===== config.mk =====
export PLATFORM = sky130hd
export DESIGN_NAME = md_arbiter_flat
export DESIGN_NICKNAME = d
export VERILOG_FILES = /design/src/rtl/md_arb_pkg.sv /design/src/rtl/md_arbiter_if.sv /design/src/rtl/md_watchdog.sv /design/src/rtl/md_arbiter.sv /design/src/flat_wrapper.sv
export SDC_FILE = /design/constraint.sdc
export NUM_CORES = 1
export LEC_CHECK = 0
export ABC_AREA = 1
export CORE_AREA = 4 4 119 121
export DETAILED_ROUTE_END_ITERATION = 8
export DIE_AREA = 0 0 123 125
export GPL_TIMING_DRIVEN = 0
export HOLD_SLACK_MARGIN = 0.15
export PLACE_DENSITY = 0.7
export SLEW_MARGIN = 0
export SYNTH_ARGS = -nofsm -noshare
export SYNTH_HDL_FRONTEND = slang
export SYNTH_SLANG_ARGS = --single-unit

===== constraint.sdc =====
create_clock -name clock -period 2.15 [get_ports clock]
set_input_delay 0.43 -clock clock [delete_from_list [all_inputs] [get_ports clock]]
set_output_delay 0.43 -clock clock [all_outputs]
set_load 0.01 [all_outputs]

===== src/rtl/md_arb_pkg.sv =====
// Shared definitions for the multiply/divide arbiter: FSM state encoding,
// ALU opcodes that select the unit's operation, and default widths.
package md_arb_pkg;

  localparam int unsigned DATA_W_DEFAULT = 32;
  localparam int unsigned OP_W           = 5;

  localparam logic [OP_W-1:0] ALU_MULT = 5'b00110;
  localparam logic [OP_W-1:0] ALU_DIV  = 5'b00111;

  typedef enum logic [1:0] {
    ST_IDLE  = 2'd0,
    ST_RUN_A = 2'd1,
    ST_RUN_B = 2'd2,
    ST_DONE  = 2'd3
  } md_state_e;

  // Only ALU_DIV selects divide; every other opcode is issued as a multiply.
  function automatic logic op_is_div(input logic [OP_W-1:0] op);
    return op == ALU_DIV;
  endfunction

endpackage


===== src/rtl/md_arbiter_if.sv =====
// Bus between the arbiter and the shared multiply/divide unit.
//   md_start/md_is_div/md_a/md_b : command, valid on the md_start pulse
//   md_abort                     : resets the unit's sequencer
//   md_ready/md_result/md_exc    : one-cycle response from the unit
interface md_arbiter_if #(
  parameter int unsigned DATA_W = 32
);
  logic              md_start;
  logic              md_is_div;
  logic [DATA_W-1:0] md_a;
  logic [DATA_W-1:0] md_b;
  logic              md_abort;
  logic              md_ready;
  logic [DATA_W-1:0] md_result;
  logic              md_exc;

  modport master (
    output md_start, md_is_div, md_a, md_b, md_abort,
    input  md_ready, md_result, md_exc
  );

  modport slave (
    input  md_start, md_is_div, md_a, md_b, md_abort,
    output md_ready, md_result, md_exc
  );
endinterface


===== src/rtl/md_watchdog.sv =====
// Cycle counter guarding an operation in flight on the multiply/divide unit.
//   clk, rst_n : clock, async active-low reset
//   clear      : restart counting (operation started)
//   run        : an operation is outstanding
//   expire_c   : combinational terminal-count flag, CYCLES cycles after clear
module md_watchdog #(
  parameter int unsigned CYCLES = 64
) (
  input  logic clk,
  input  logic rst_n,
  input  logic clear,
  input  logic run,
  output logic expire_c
);

  localparam int unsigned CNT_W = $clog2(CYCLES + 1);

  logic [CNT_W-1:0] count;

  // Count stops at terminal value; the next start clears it.
  always_ff @(posedge clk or negedge rst_n) begin
    if (!rst_n) begin
      count <= '0;
    end else if (clear) begin
      count <= '0;
    end else if (run && !expire_c) begin
      count <= count + CNT_W'(1);
    end
  end

  // The first run cycle sees count 0, so CYCLES-1 is the CYCLES-th cycle.
  assign expire_c = run && (count == CNT_W'(CYCLES - 1));

endmodule


===== src/rtl/md_arbiter.sv =====
// Arbitrates the shared multiply/divide unit between issue slots A (older)
// and B (younger); stalls the pipeline until both results are captured and
// then releases it for a single cycle with done=1.
//   clock, reset_n          : clock, async active-low reset
//   flush                   : kill the packet, abort the operation in flight
//   req_x, op_x, a_in_x, b_in_x : per-slot request, opcode, operands
//   md                      : master side of the unit bus (md_arbiter_if)
//   stall                   : combinational pipeline freeze
//   result_x, exc_x, done   : registered results, exception flags, release
// Optional: define MD_WATCHDOG_EN to abort operations that never complete
// within WATCHDOG_CYCLES cycles (slot completes with result 0, exception 1).
module md_arbiter
  import md_arb_pkg::*;
#(
  parameter int unsigned DATA_W          = DATA_W_DEFAULT,
  parameter int unsigned WATCHDOG_CYCLES = 64
) (
  input  logic              clock,
  input  logic              reset_n,
  input  logic              flush,
  input  logic              req_a,
  input  logic              req_b,
  input  logic [OP_W-1:0]   op_a,
  input  logic [OP_W-1:0]   op_b,
  input  logic [DATA_W-1:0] a_in_a,
  input  logic [DATA_W-1:0] b_in_a,
  input  logic [DATA_W-1:0] a_in_b,
  input  logic [DATA_W-1:0] b_in_b,
  md_arbiter_if.master      md,
  output logic              stall,
  output logic [DATA_W-1:0] result_a,
  output logic [DATA_W-1:0] result_b,
  output logic              exc_a,
  output logic              exc_b,
  output logic              done
);

  md_state_e         state, state_nxt;
  logic              pend_b;
  logic              load_pend;
  logic              cap_a, cap_b;
  logic [DATA_W-1:0] cap_result;
  logic              cap_exc;
  logic              start_c, is_div_c, abort_c;
  logic [DATA_W-1:0] opnd_a_c, opnd_b_c;
  logic              running;
  logic              wd_expire;

  assign running = (state == ST_RUN_A) || (state == ST_RUN_B);

`ifdef MD_WATCHDOG_EN
  md_watchdog #(
    .CYCLES (WATCHDOG_CYCLES)
  ) u_watchdog (
    .clk      (clock),
    .rst_n    (reset_n),
    .clear    (start_c),
    .run      (running),
    .expire_c (wd_expire)
  );
`else
  // Without the watchdog the limit has no effect and operations never time out.
  assign wd_expire = 1'b0 & (WATCHDOG_CYCLES != 0);
`endif

  // A real ready wins over a coincident timeout; a timeout reads as 0 / exception.
  assign cap_result = md.md_ready ? md.md_result : '0;
  assign cap_exc    = md.md_ready ? md.md_exc    : 1'b1;

  // Next-state and unit command decode.
  always_comb begin
    state_nxt = state;
    load_pend = 1'b0;
    cap_a     = 1'b0;
    cap_b     = 1'b0;
    start_c   = 1'b0;
    is_div_c  = 1'b0;
    abort_c   = 1'b0;
    opnd_a_c  = '0;
    opnd_b_c  = '0;

    unique case (state)
      ST_IDLE: begin
        if (!flush && req_a) begin
          start_c   = 1'b1;
          is_div_c  = op_is_div(op_a);
          opnd_a_c  = a_in_a;
          opnd_b_c  = b_in_a;
          load_pend = 1'b1;
          state_nxt = ST_RUN_A;
        end else if (!flush && req_b) begin
          start_c   = 1'b1;
          is_div_c  = op_is_div(op_b);
          opnd_a_c  = a_in_b;
          opnd_b_c  = b_in_b;
          state_nxt = ST_RUN_B;
        end
      end

      ST_RUN_A: begin
        if (flush) begin
          abort_c   = 1'b1;
          state_nxt = ST_IDLE;
        end else if (md.md_ready || wd_expire) begin
          abort_c = !md.md_ready;
          cap_a   = 1'b1;
          // B launches in the same cycle A completes: no bubble.
          if (pend_b) begin
            start_c   = 1'b1;
            is_div_c  = op_is_div(op_b);
            opnd_a_c  = a_in_b;
            opnd_b_c  = b_in_b;
            state_nxt = ST_RUN_B;
          end else begin
            state_nxt = ST_DONE;
          end
        end
      end

      ST_RUN_B: begin
        if (flush) begin
          abort_c   = 1'b1;
          state_nxt = ST_IDLE;
        end else if (md.md_ready || wd_expire) begin
          abort_c   = !md.md_ready;
          cap_b     = 1'b1;
          state_nxt = ST_DONE;
        end
      end

      ST_DONE: begin
        state_nxt = ST_IDLE;
      end

      default: begin
        state_nxt = ST_IDLE;
      end
    endcase
  end

  // State, pending-B flag and result capture.
  always_ff @(posedge clock or negedge reset_n) begin
    if (!reset_n) begin
      state    <= ST_IDLE;
      pend_b   <= 1'b0;
      result_a <= '0;
      result_b <= '0;
      exc_a    <= 1'b0;
      exc_b    <= 1'b0;
    end else begin
      state <= state_nxt;
      if (load_pend) begin
        pend_b <= req_b;
      end
      if (cap_a) begin
        result_a <= cap_result;
        exc_a    <= cap_exc;
      end
      if (cap_b) begin
        result_b <= cap_result;
        exc_b    <= cap_exc;
      end
    end
  end

  assign md.md_start  = start_c;
  assign md.md_is_div = is_div_c;
  assign md.md_a      = opnd_a_c;
  assign md.md_b      = opnd_b_c;
  assign md.md_abort  = abort_c;

  assign stall = running || ((state == ST_IDLE) && (req_a || req_b) && !flush);
  assign done  = (state == ST_DONE);

endmodule


===== src/flat_wrapper.sv =====
// flat-port wrapper written by rule: the top's interface ports become plain ports
module md_arbiter_flat import md_arb_pkg::*;
#(
  parameter int unsigned DATA_W          = DATA_W_DEFAULT,
  parameter int unsigned WATCHDOG_CYCLES = 64
)
  (clock, reset_n, flush, req_a, req_b, op_a, op_b, a_in_a, b_in_a, a_in_b, b_in_b, stall, result_a, result_b, exc_a, exc_b, done, md_md_start, md_md_is_div, md_md_a, md_md_b, md_md_abort, md_md_ready, md_md_result, md_md_exc);
  md_arbiter_if #(.DATA_W(DATA_W)) md_i ();
  input  logic clock;
  input  logic reset_n;
  input  logic flush;
  input  logic req_a;
  input  logic req_b;
  input  logic [OP_W-1:0] op_a;
  input  logic [OP_W-1:0] op_b;
  input  logic [DATA_W-1:0] a_in_a;
  input  logic [DATA_W-1:0] b_in_a;
  input  logic [DATA_W-1:0] a_in_b;
  input  logic [DATA_W-1:0] b_in_b;
  output logic stall;
  output logic [DATA_W-1:0] result_a;
  output logic [DATA_W-1:0] result_b;
  output logic exc_a;
  output logic exc_b;
  output logic done;
  output wire logic [$bits(md_i.md_start)-1:0] md_md_start;
  output wire logic [$bits(md_i.md_is_div)-1:0] md_md_is_div;
  output wire logic [$bits(md_i.md_a)-1:0] md_md_a;
  output wire logic [$bits(md_i.md_b)-1:0] md_md_b;
  output wire logic [$bits(md_i.md_abort)-1:0] md_md_abort;
  input wire logic [$bits(md_i.md_ready)-1:0] md_md_ready;
  input wire logic [$bits(md_i.md_result)-1:0] md_md_result;
  input wire logic [$bits(md_i.md_exc)-1:0] md_md_exc;
  assign md_md_start = md_i.md_start;
  assign md_md_is_div = md_i.md_is_div;
  assign md_md_a = md_i.md_a;
  assign md_md_b = md_i.md_b;
  assign md_md_abort = md_i.md_abort;
  assign md_i.md_ready = md_md_ready;
  assign md_i.md_result = md_md_result;
  assign md_i.md_exc = md_md_exc;
  md_arbiter #(.DATA_W(DATA_W), .WATCHDOG_CYCLES(WATCHDOG_CYCLES)) u_core (.clock(clock), .reset_n(reset_n), .flush(flush), .req_a(req_a), .req_b(req_b), .op_a(op_a), .op_b(op_b), .a_in_a(a_in_a), .b_in_a(b_in_a), .a_in_b(a_in_b), .b_in_b(b_in_b), .md(md_i), .stall(stall), .result_a(result_a), .result_b(result_b), .exc_a(exc_a), .exc_b(exc_b), .done(done));
endmodule

==> results of run 1 <==
-- placed cells by master, fill, tap and decap left out, types with 9 or more instances in the layout --
master	instances
sky130_fd_sc_hd__buf_4	22
sky130_fd_sc_hd__clkdlybuf4s50_1	238
sky130_fd_sc_hd__nand2_4	9
sky130_fd_sc_hd__buf_8	9
sky130_fd_sc_hd__dfrtp_1	68
sky130_fd_sc_hd__clkbuf_1	9
sky130_fd_sc_hd__buf_6	52
sky130_fd_sc_hd__o21ai_0	70
sky130_fd_sc_hd__buf_2	36
sky130_fd_sc_hd__clkbuf_16	12
sky130_fd_sc_hd__inv_1	40
sky130_fd_sc_hd__nand2_2	48
sky130_fd_sc_hd__nand2_1	219
-- cells by family (layout without fill, tap and decap cells) --
family                     after synthesis  after routing  synth area share [%]
and+or+nand+nor                        292            293                  31.4
DFF                                     69             69                  47.2
buffers and inverters                   73            432                  9.85
AOI/OAI and AO/OA                       72             72                  9.85
adders and majority gates                5              5                  1.71
-- per-stage QoR --
| step | std cells | instance area (sq um) | setup TNS [ps] |
|---|---|---|---|
| finish | 1047 | 7860 | -2670 |
| global route | 1047 | 7860 | -9200 |
| global placement | 998 | 6990 | -157210 |
| floorplan | 511 | 3660 | 0 |
| CTS | 1039 | 7530 | -2880 |
| detailed placement | 998 | 6990 | -43560 |
-- state kept, by name, summed over array words and instances, names as in the netlist --
name and cells:
u_core.result_a 32, u_core.result_b 32, u_core.state 2, u_core.exc_a 1, u_core.exc_b 1, u_core.pend_b 1
-- where the power goes --
| group | total [uW] | internal, uW | switching [uW] |
|---|---|---|---|
| sequential | 2340 | 1960 | 378 |
| clock | 1470 | 956 | 517 |
| combinational | 4490 | 2490 | 2010 |
| total | 8310 | 5400 | 2900 |
-- final cells by class --
type	instances	share of cell area, %
timing repair buffer	346	43.0
multi-input combinational	370	23.4
sequential	69	22.0
clock buffer	14	3.36
tap	176	2.80
buffer	25	2.72
inverter	46	2.29
clock inverter	1	0.382
-- worst max path at each step --
stage / start / endpoint / slack, ps / depth (start not counted)
after floorplan: u_core.state[0] / md_md_a[11] / 340 / 8
after global placement: reset_n / u_core.result_b[18] / -1650 / 1
after detailed placement: flush / md_md_a[24] / -750 / 9
after CTS: u_core.state[0] / md_md_b[8] / -130 / 9
after global routing: u_core.state[1] / md_md_a[10] / -190 / 11
final: u_core.state[1] / md_md_a[6] / -100 / 11
-- worst register-to-register path, stage by stage (launching register included) --
cell and delay (ps):
sky130_fd_sc_hd__dfrtp_1 390, sky130_fd_sc_hd__buf_4 130, sky130_fd_sc_hd__buf_4 130, sky130_fd_sc_hd__ha_1 220, sky130_fd_sc_hd__nand3_1 150, sky130_fd_sc_hd__buf_4 210, sky130_fd_sc_hd__clkbuf_1 370, sky130_fd_sc_hd__o21ai_0 140
-- cell usage after synthesis, drive strengths merged --
cell type    n
nand4        4
inv         46
a21oi        2
nor2         3
dfrtp       69
nor3b        1
ha           5
buf         21
nand2      277
clkbuf       6
nand3        7
o21ai       70
-- routing by layer --
metal / up-vias / routed length, um / part of all wire [%] / GRT usage (%)
li1: 2275 / - / - / -
met1: 2092 / 6430 / 36 / 22.3
met2: 183 / 8840 / 50 / 37.9
met3: 18 / 2240 / 13 / 11.0
met4: 4 / 281 / 1.6 / 5.34
met5: - / 23 / 0.13 / 0
-- timing repair --
| item | CTS | global route |
|---|---|---|
| setup buffers | 21 | 7 |
| cloned | 6 | 3 |
| endpoints found under the setup margin | 68 | 67 |
| resized for setup | 357 | 87 |
| pin swaps | 15 | 32 |
==> tab_implementation.tex, run 1 <==
\begin{tabular}{lr}
\hline
Metric & Value \\
\hline
\multicolumn{2}{l}{\textbf{Run status}} \\
Status & finished with violations \\
Violated checks & setup timing \\
\multicolumn{2}{l}{\textbf{Timing}} \\
Final worst path period need & 2250 ps \\
Period utilization & 104\% \\
Final setup slack of the worst path & -95.4 ps \\
Final count of pins violating max slew & 0 \\
Max-slew headroom at the worst pin & 41.9\% \\
Timing-limited maximum frequency & 0.445 GHz \\
Worst Hold Slack & 232 ps \\
Worst Max-Slew Pin Slew & 872 ps \\
Unrepaired setup endpoints after global routing & true \\
Final Hold Fails & 0 \\
Final setup fails & 62 \\
Worst setup skew after layout & 3.83 ps \\
\multicolumn{2}{l}{\textbf{Clock tree}} \\
CTS tree & built \\
TritonCTS buffer count & 9 \\
Number of sinks handled by clock tree synthesis & 69 \\
Clock latency of the later-clocked register in the worst-skew pair & 320 ps \\
Cell at the root of the clock tree & sky130\_fd\_sc\_hd\_\_clkbuf\_16 \\
Number of buffers inserted by hold repair at cts & 0 \\
Maximum root-to-sink buffer count & 2 \\
Number of levels in the clock H-tree & 3 \\
Clk pin slew, worst setup/hold paths & 50 ps \\
\multicolumn{2}{l}{\textbf{Synthesis}} \\
Syn\_nets & 693 \\
Register bit total from synthesis & 69 \\
Synthesized cell area & 0.00366 sq mm \\
Average instance area after synthesis & 7.16 sq um \\
Post-Syn Instances & 511 \\
Sequential share of the synthesized area & 47.2\% \\
Yosys warnings & 0 \\
Main area contributors after synthesis & sky130\_fd\_sc\_hd\_\_dfrtp\_1, sky130\_fd\_sc\_hd\_\_nand2\_1, sky130\_fd\_sc\_hd\_\_o21ai\_0, sky130\_fd\_sc\_hd\_\_inv\_1, sky130\_fd\_sc\_hd\_\_buf\_6 \\
Cell taking the most area after synthesis & sky130\_fd\_sc\_hd\_\_dfrtp\_1 \\
Number of distinct library cells after synthesis & 19 \\
Share of the synthesized area in the top cell type & 47.2\% \\
\multicolumn{2}{l}{\textbf{Critical path}} \\
Worst-path fanout max & 5 \\
Worst-path cell chain & inv\_2 > ha\_4 > nand3\_4 > nor2\_4 > inv\_4 > buf\_6 > nand2\_8 > buf\_6 > nand2\_1 > nand2\_1 > buf\_2 \\
Slowest CP cell & sky130\_fd\_sc\_hd\_\_dfrtp\_1 \\
Top delay family on crit path & buffers and inverters \\
Bufs and invs on worst path & 5 \\
Type of the setup path with the least slack & reg2out \\
R2r endpoint & u\_core.result\_b[22] \\
Endpoint required time on the critical path & 1720 ps \\
Cell depth of the worst flop-to-flop path & 7 \\
Setup crit start kind & flip-flop \\
Worst EP arrival & 1820 ps \\
Largest stage delay, worst path & 390 ps \\
Internal reg-to-reg setup slack & 280 ps \\
Kind of end point of the critical path & output pin \\
R2R Path Start & u\_core.state[1] \\
\multicolumn{2}{l}{\textbf{Floorplan}} \\
Row count & 42 \\
Height of the chip & 125 um \\
I/O pin count & 312 \\
Die area & 0.0154 sq mm \\
Effective utilization at floorplan & 28.0\% \\
Core footprint & 0.0131 sq mm \\
Die Width & 123 um \\
\multicolumn{2}{l}{\textbf{Routing}} \\
Routed via count divided by cell count & 4.37 \\
Mean routed wirelength per cell & 17.0 um \\
DRT Wirelength & 17,800 um \\
Number of nets with antenna violations after routing & 0 \\
Number of vias in the routed layout & 4,572 \\
Remaining routing DRC violations & 0 \\
Starting DRC count in detailed routing & 178 \\
DRT Pass-1 Iters & 4 \\
\multicolumn{2}{l}{\textbf{Min path}} \\
Class of the worst hold path & in2async \\
\multicolumn{2}{l}{\textbf{Power}} \\
Worst vdd rail ir drop & 0.819 mV \\
Total power density per cell area & 1060 mW/mm\^{}2 \\
Overall power consumption & 8310 uW \\
Reported leakage power & 0.00393 uW \\
\multicolumn{2}{l}{\textbf{Place}} \\
DP Worst Slack & -747 ps \\
Final weighted congestion in routability-driven placement & 0.837 \\
Number of buffers inserted by port buffering & 311 \\
Detail Placement HPWL & 13,300 um \\
\multicolumn{2}{l}{\textbf{Finish}} \\
Area of combinational cells with multiple inputs & 0.00184 sq mm \\
Antenna Cells & 0 \\
Layout Area Growth over Synthesis & 115\% \\
Number of fill cells & 1,189 \\
Share of post-route cells with drive strength above 1 & 23.9\% \\
Area taken by flip-flops and latches & 0.00173 sq mm \\
Utilization after layout & 60.0\% \\
NumNets Final & 1,049 \\
\multicolumn{2}{l}{\textbf{Global route}} \\
Antenna violations before repair & 2 \\
Wire length of the first global-routing pass & 25,300 um \\
Global router's overall resource usage & 21.4\% \\
Remaining global-route overflow & 0 \\
Number of global-route vias before repair & 4,496 \\
Maximum number of pins on one net before global-route repair & 70 \\
\multicolumn{2}{l}{\textbf{Run}} \\
Number of violations of the max-capacitance limit & 0 \\
\hline
\end{tabular}
No activity file was read; power rests on OpenSTA's default activity.
==> inputs of run 2 (changes only) <==
==> constraint.sdc (replaced) <==
create_clock -name clock -period 2.1 [get_ports clock]
set_input_delay 0.42 -clock clock [delete_from_list [all_inputs] [get_ports clock]]
set_output_delay 0.42 -clock clock [all_outputs]
set_load 0.01 [all_outputs]
==> run 2 against run 1 <==
  * The run still ends with setup timing left
  * Register-to-register slack about the same
  * Sequential share of layout area up 1.0 points
  * Critical endpoint is now md_md_a[19]
  * Setup slack got worse by 34 ps
  * Global-route usage shrank 0.16 points
  * Final cell count down 0.96%
==> tab_implementation.tex, run 2 (same netlist as run 1, synthesis figures left out) <==
\begin{tabular}{lr}
\hline
Metric & Value \\
\hline
\multicolumn{2}{l}{\textbf{Power}} \\
Total power density per cell area & 1100 mW/mm\^{}2 \\
Net switching share of the total power & 34.8\% \\
Comb power frac & 52.7\% \\
Reported leakage power & 0.00375 uW \\
Switching component of the power & 2870 uW \\
Register share of total power & 29.1\% \\
Clock power share & 18.3\% \\
Worst vdd rail ir drop & 0.838 mV \\
Internal power & 5380 uW \\
\multicolumn{2}{l}{\textbf{Place}} \\
Detail Placement HPWL & 13,300 um \\
Dpl cell area & 0.00699 sq mm \\
DP Worst Slack & -777 ps \\
Final weighted congestion in routability-driven placement & 0.837 \\
Number of buffers inserted by port buffering & 311 \\
\multicolumn{2}{l}{\textbf{Routing}} \\
Number of vias in the routed layout & 4,470 \\
Mean routed wirelength per cell & 16.7 um \\
Starting DRC count in detailed routing & 154 \\
Remaining routing DRC violations & 0 \\
Total met3 wirelength after detailed routing & 2180 um \\
Met2 WL & 8480 um \\
DRT Wirelength & 17,300 um \\
Number of nets with antenna violations after routing & 0 \\
Highest routed metal layer & met5 \\
Post-route met1 wirelength & 6320 um \\
Routed via count divided by cell count & 4.31 \\
DRT Pass-1 Iters & 4 \\
\multicolumn{2}{l}{\textbf{Critical path}} \\
Worst EP arrival & 1810 ps \\
Cell depth of the worst flop-to-flop path & 7 \\
Endpoint required time on the critical path & 1680 ps \\
Setup crit start kind & flip-flop \\
Type of the setup path with the least slack & reg2out \\
Kind of end point of the critical path & output pin \\
Worst-path fanout max & 7 \\
\multicolumn{2}{l}{\textbf{Finish}} \\
Leading registers by flop count & u\_core.result\_a: 32 flops, u\_core.result\_b: 32 flops, u\_core.state: 2 flops \\
Most common cell after layout, fill and taps aside & sky130\_fd\_sc\_hd\_\_nand2\_1 \\
Antenna Cells & 0 \\
NumNets Final & 1,039 \\
Layout Area Growth over Synthesis & 105\% \\
Top library cells by usage in the layout, fill and taps aside & sky130\_fd\_sc\_hd\_\_nand2\_1, sky130\_fd\_sc\_hd\_\_clkdlybuf4s50\_1, sky130\_fd\_sc\_hd\_\_o21ai\_0 \\
Number of fill cells & 1,229 \\
Share of post-route cells with drive strength above 1 & 17.1\% \\
Utilization after layout & 57.3\% \\
Final non-filler cell area & 0.00750 sq mm \\
\multicolumn{2}{l}{\textbf{Clock tree}} \\
Number of sinks handled by clock tree synthesis & 69 \\
TritonCTS buffer count & 9 \\
Number of buffers inserted by hold repair at cts & 0 \\
CTS tree & built \\
Clock latency of the later-clocked register in the worst-skew pair & 320 ps \\
Maximum root-to-sink buffer count & 2 \\
Cell at the root of the clock tree & sky130\_fd\_sc\_hd\_\_clkbuf\_16 \\
Clk pin slew, worst setup/hold paths & 50 ps \\
Number of levels in the clock H-tree & 3 \\
\multicolumn{2}{l}{\textbf{Timing}} \\
Worst Hold Slack & 221 ps \\
Final setup fails & 63 \\
Final Hold Fails & 0 \\
Period utilization & 106\% \\
Final count of pins violating max slew & 0 \\
Total Negative Setup Slacks & -4520 ps \\
Unrepaired setup endpoints after global routing & true \\
Final setup slack of the worst path & -129 ps \\
Worst setup skew after layout & 3.71 ps \\
Final worst path period need & 2230 ps \\
Timing-limited maximum frequency & 0.449 GHz \\
Max-slew headroom at the worst pin & 42.1\% \\
Worst Max-Slew Pin Slew & 869 ps \\
\multicolumn{2}{l}{\textbf{Global route}} \\
Remaining global-route overflow & 0 \\
Wire length of the first global-routing pass & 25,100 um \\
Antenna violations before repair & 2 \\
Maximum number of pins on one net before global-route repair & 70 \\
Number of global-route vias before repair & 4,483 \\
Global router's overall resource usage & 21.3\% \\
\multicolumn{2}{l}{\textbf{Run}} \\
Number of violations of the max-capacitance limit & 0 \\
\multicolumn{2}{l}{\textbf{Min path}} \\
Class of the worst hold path & in2async \\
\multicolumn{2}{l}{\textbf{Run status}} \\
Violated checks & setup timing \\
Status & finished with violations \\
\multicolumn{2}{l}{\textbf{Floorplan}} \\
Row count & 42 \\
Die area & 0.0154 sq mm \\
Core footprint & 0.0131 sq mm \\
Die Width & 123 um \\
Height of the chip & 125 um \\
I/O pin count & 312 \\
Effective utilization at floorplan & 28.0\% \\
\hline
\end{tabular}
[run 2: routing by layer]
layer	GRT usage, %	vias to the layer above
met3	10.5	18
met5	0	-
met2	37.4	185
met1	22.4	2009
li1	-	2254
met4	5.73	4
[run 2: worst paths after layout]
path	from	end	slack, ps
worst max-delay path	u_core.state[0]	md_md_a[19]	-130
worst min-delay path	reset_n	u_core.result_b[4]	220
worst max register to register	u_core.state[0]	u_core.result_b[22]	290
worst min register to register	u_core.result_b[12]	u_core.result_b[12]	480
max in group asynchronous	reset_n	u_core.state[0]	1280
min in group clock	u_core.result_b[12]	u_core.result_b[12]	480
[run 2: per-stage QoR]
step	power, uW	cells
finish	8250	1037
global route	8800	1037
CTS	8300	1033
detailed placement	6540	998
global placement	6520	998
floorplan	3920	511
[run 2: power groups by stage]
stage / Clock (uW) / Sequential [uW] / Combinational, uW
2_1_floorplan: 0 / 2670 / 1240
3_3_place_gp: 0 / 2400 / 4130
3_5_place_dp: 0 / 2390 / 4150
4_1_cts: 1530 / 2400 / 4380
5_1_grt: 1590 / 2490 / 4710
6_report: 1510 / 2400 / 4340
[run 2: layout make-up]
cell class                      count  area, sq um  share of cell area (%)
Timing Repair Buffer              335         3220                    42.9
Clock buffer                       14          264                    3.52
Tap cell                          176          220                    2.94
Inverter                           46          178                    2.37
Sequential cell                    69         1730                    23.0
Buffer                             26          206                    2.75
Multi-Input combinational cell    370         1650                    22.1
Clock inverter                      1         30.0                   0.400
[run 2: critical path, cell delays in order (launching register included)]
cell                              delay [ps]
sky130_fd_sc_hd__dfrtp_2                 420
sky130_fd_sc_hd__buf_6                   120
sky130_fd_sc_hd__ha_4                    160
sky130_fd_sc_hd__nand3_4                  70
sky130_fd_sc_hd__nor2_4                   50
sky130_fd_sc_hd__inv_4                   100
sky130_fd_sc_hd__nand2_8                 100
sky130_fd_sc_hd__buf_8                   140
sky130_fd_sc_hd__nand2_1                  50
sky130_fd_sc_hd__nand2_1                  50
sky130_fd_sc_hd__clkdlybuf4s15_2         210
[run 2: timing repair]
action,4_1_cts,5_1_grt
resized for setup,336,24
setup buffers,18,3
pin swaps,9,4
gates cloned,3,2
endpoints found under the setup margin,68,67
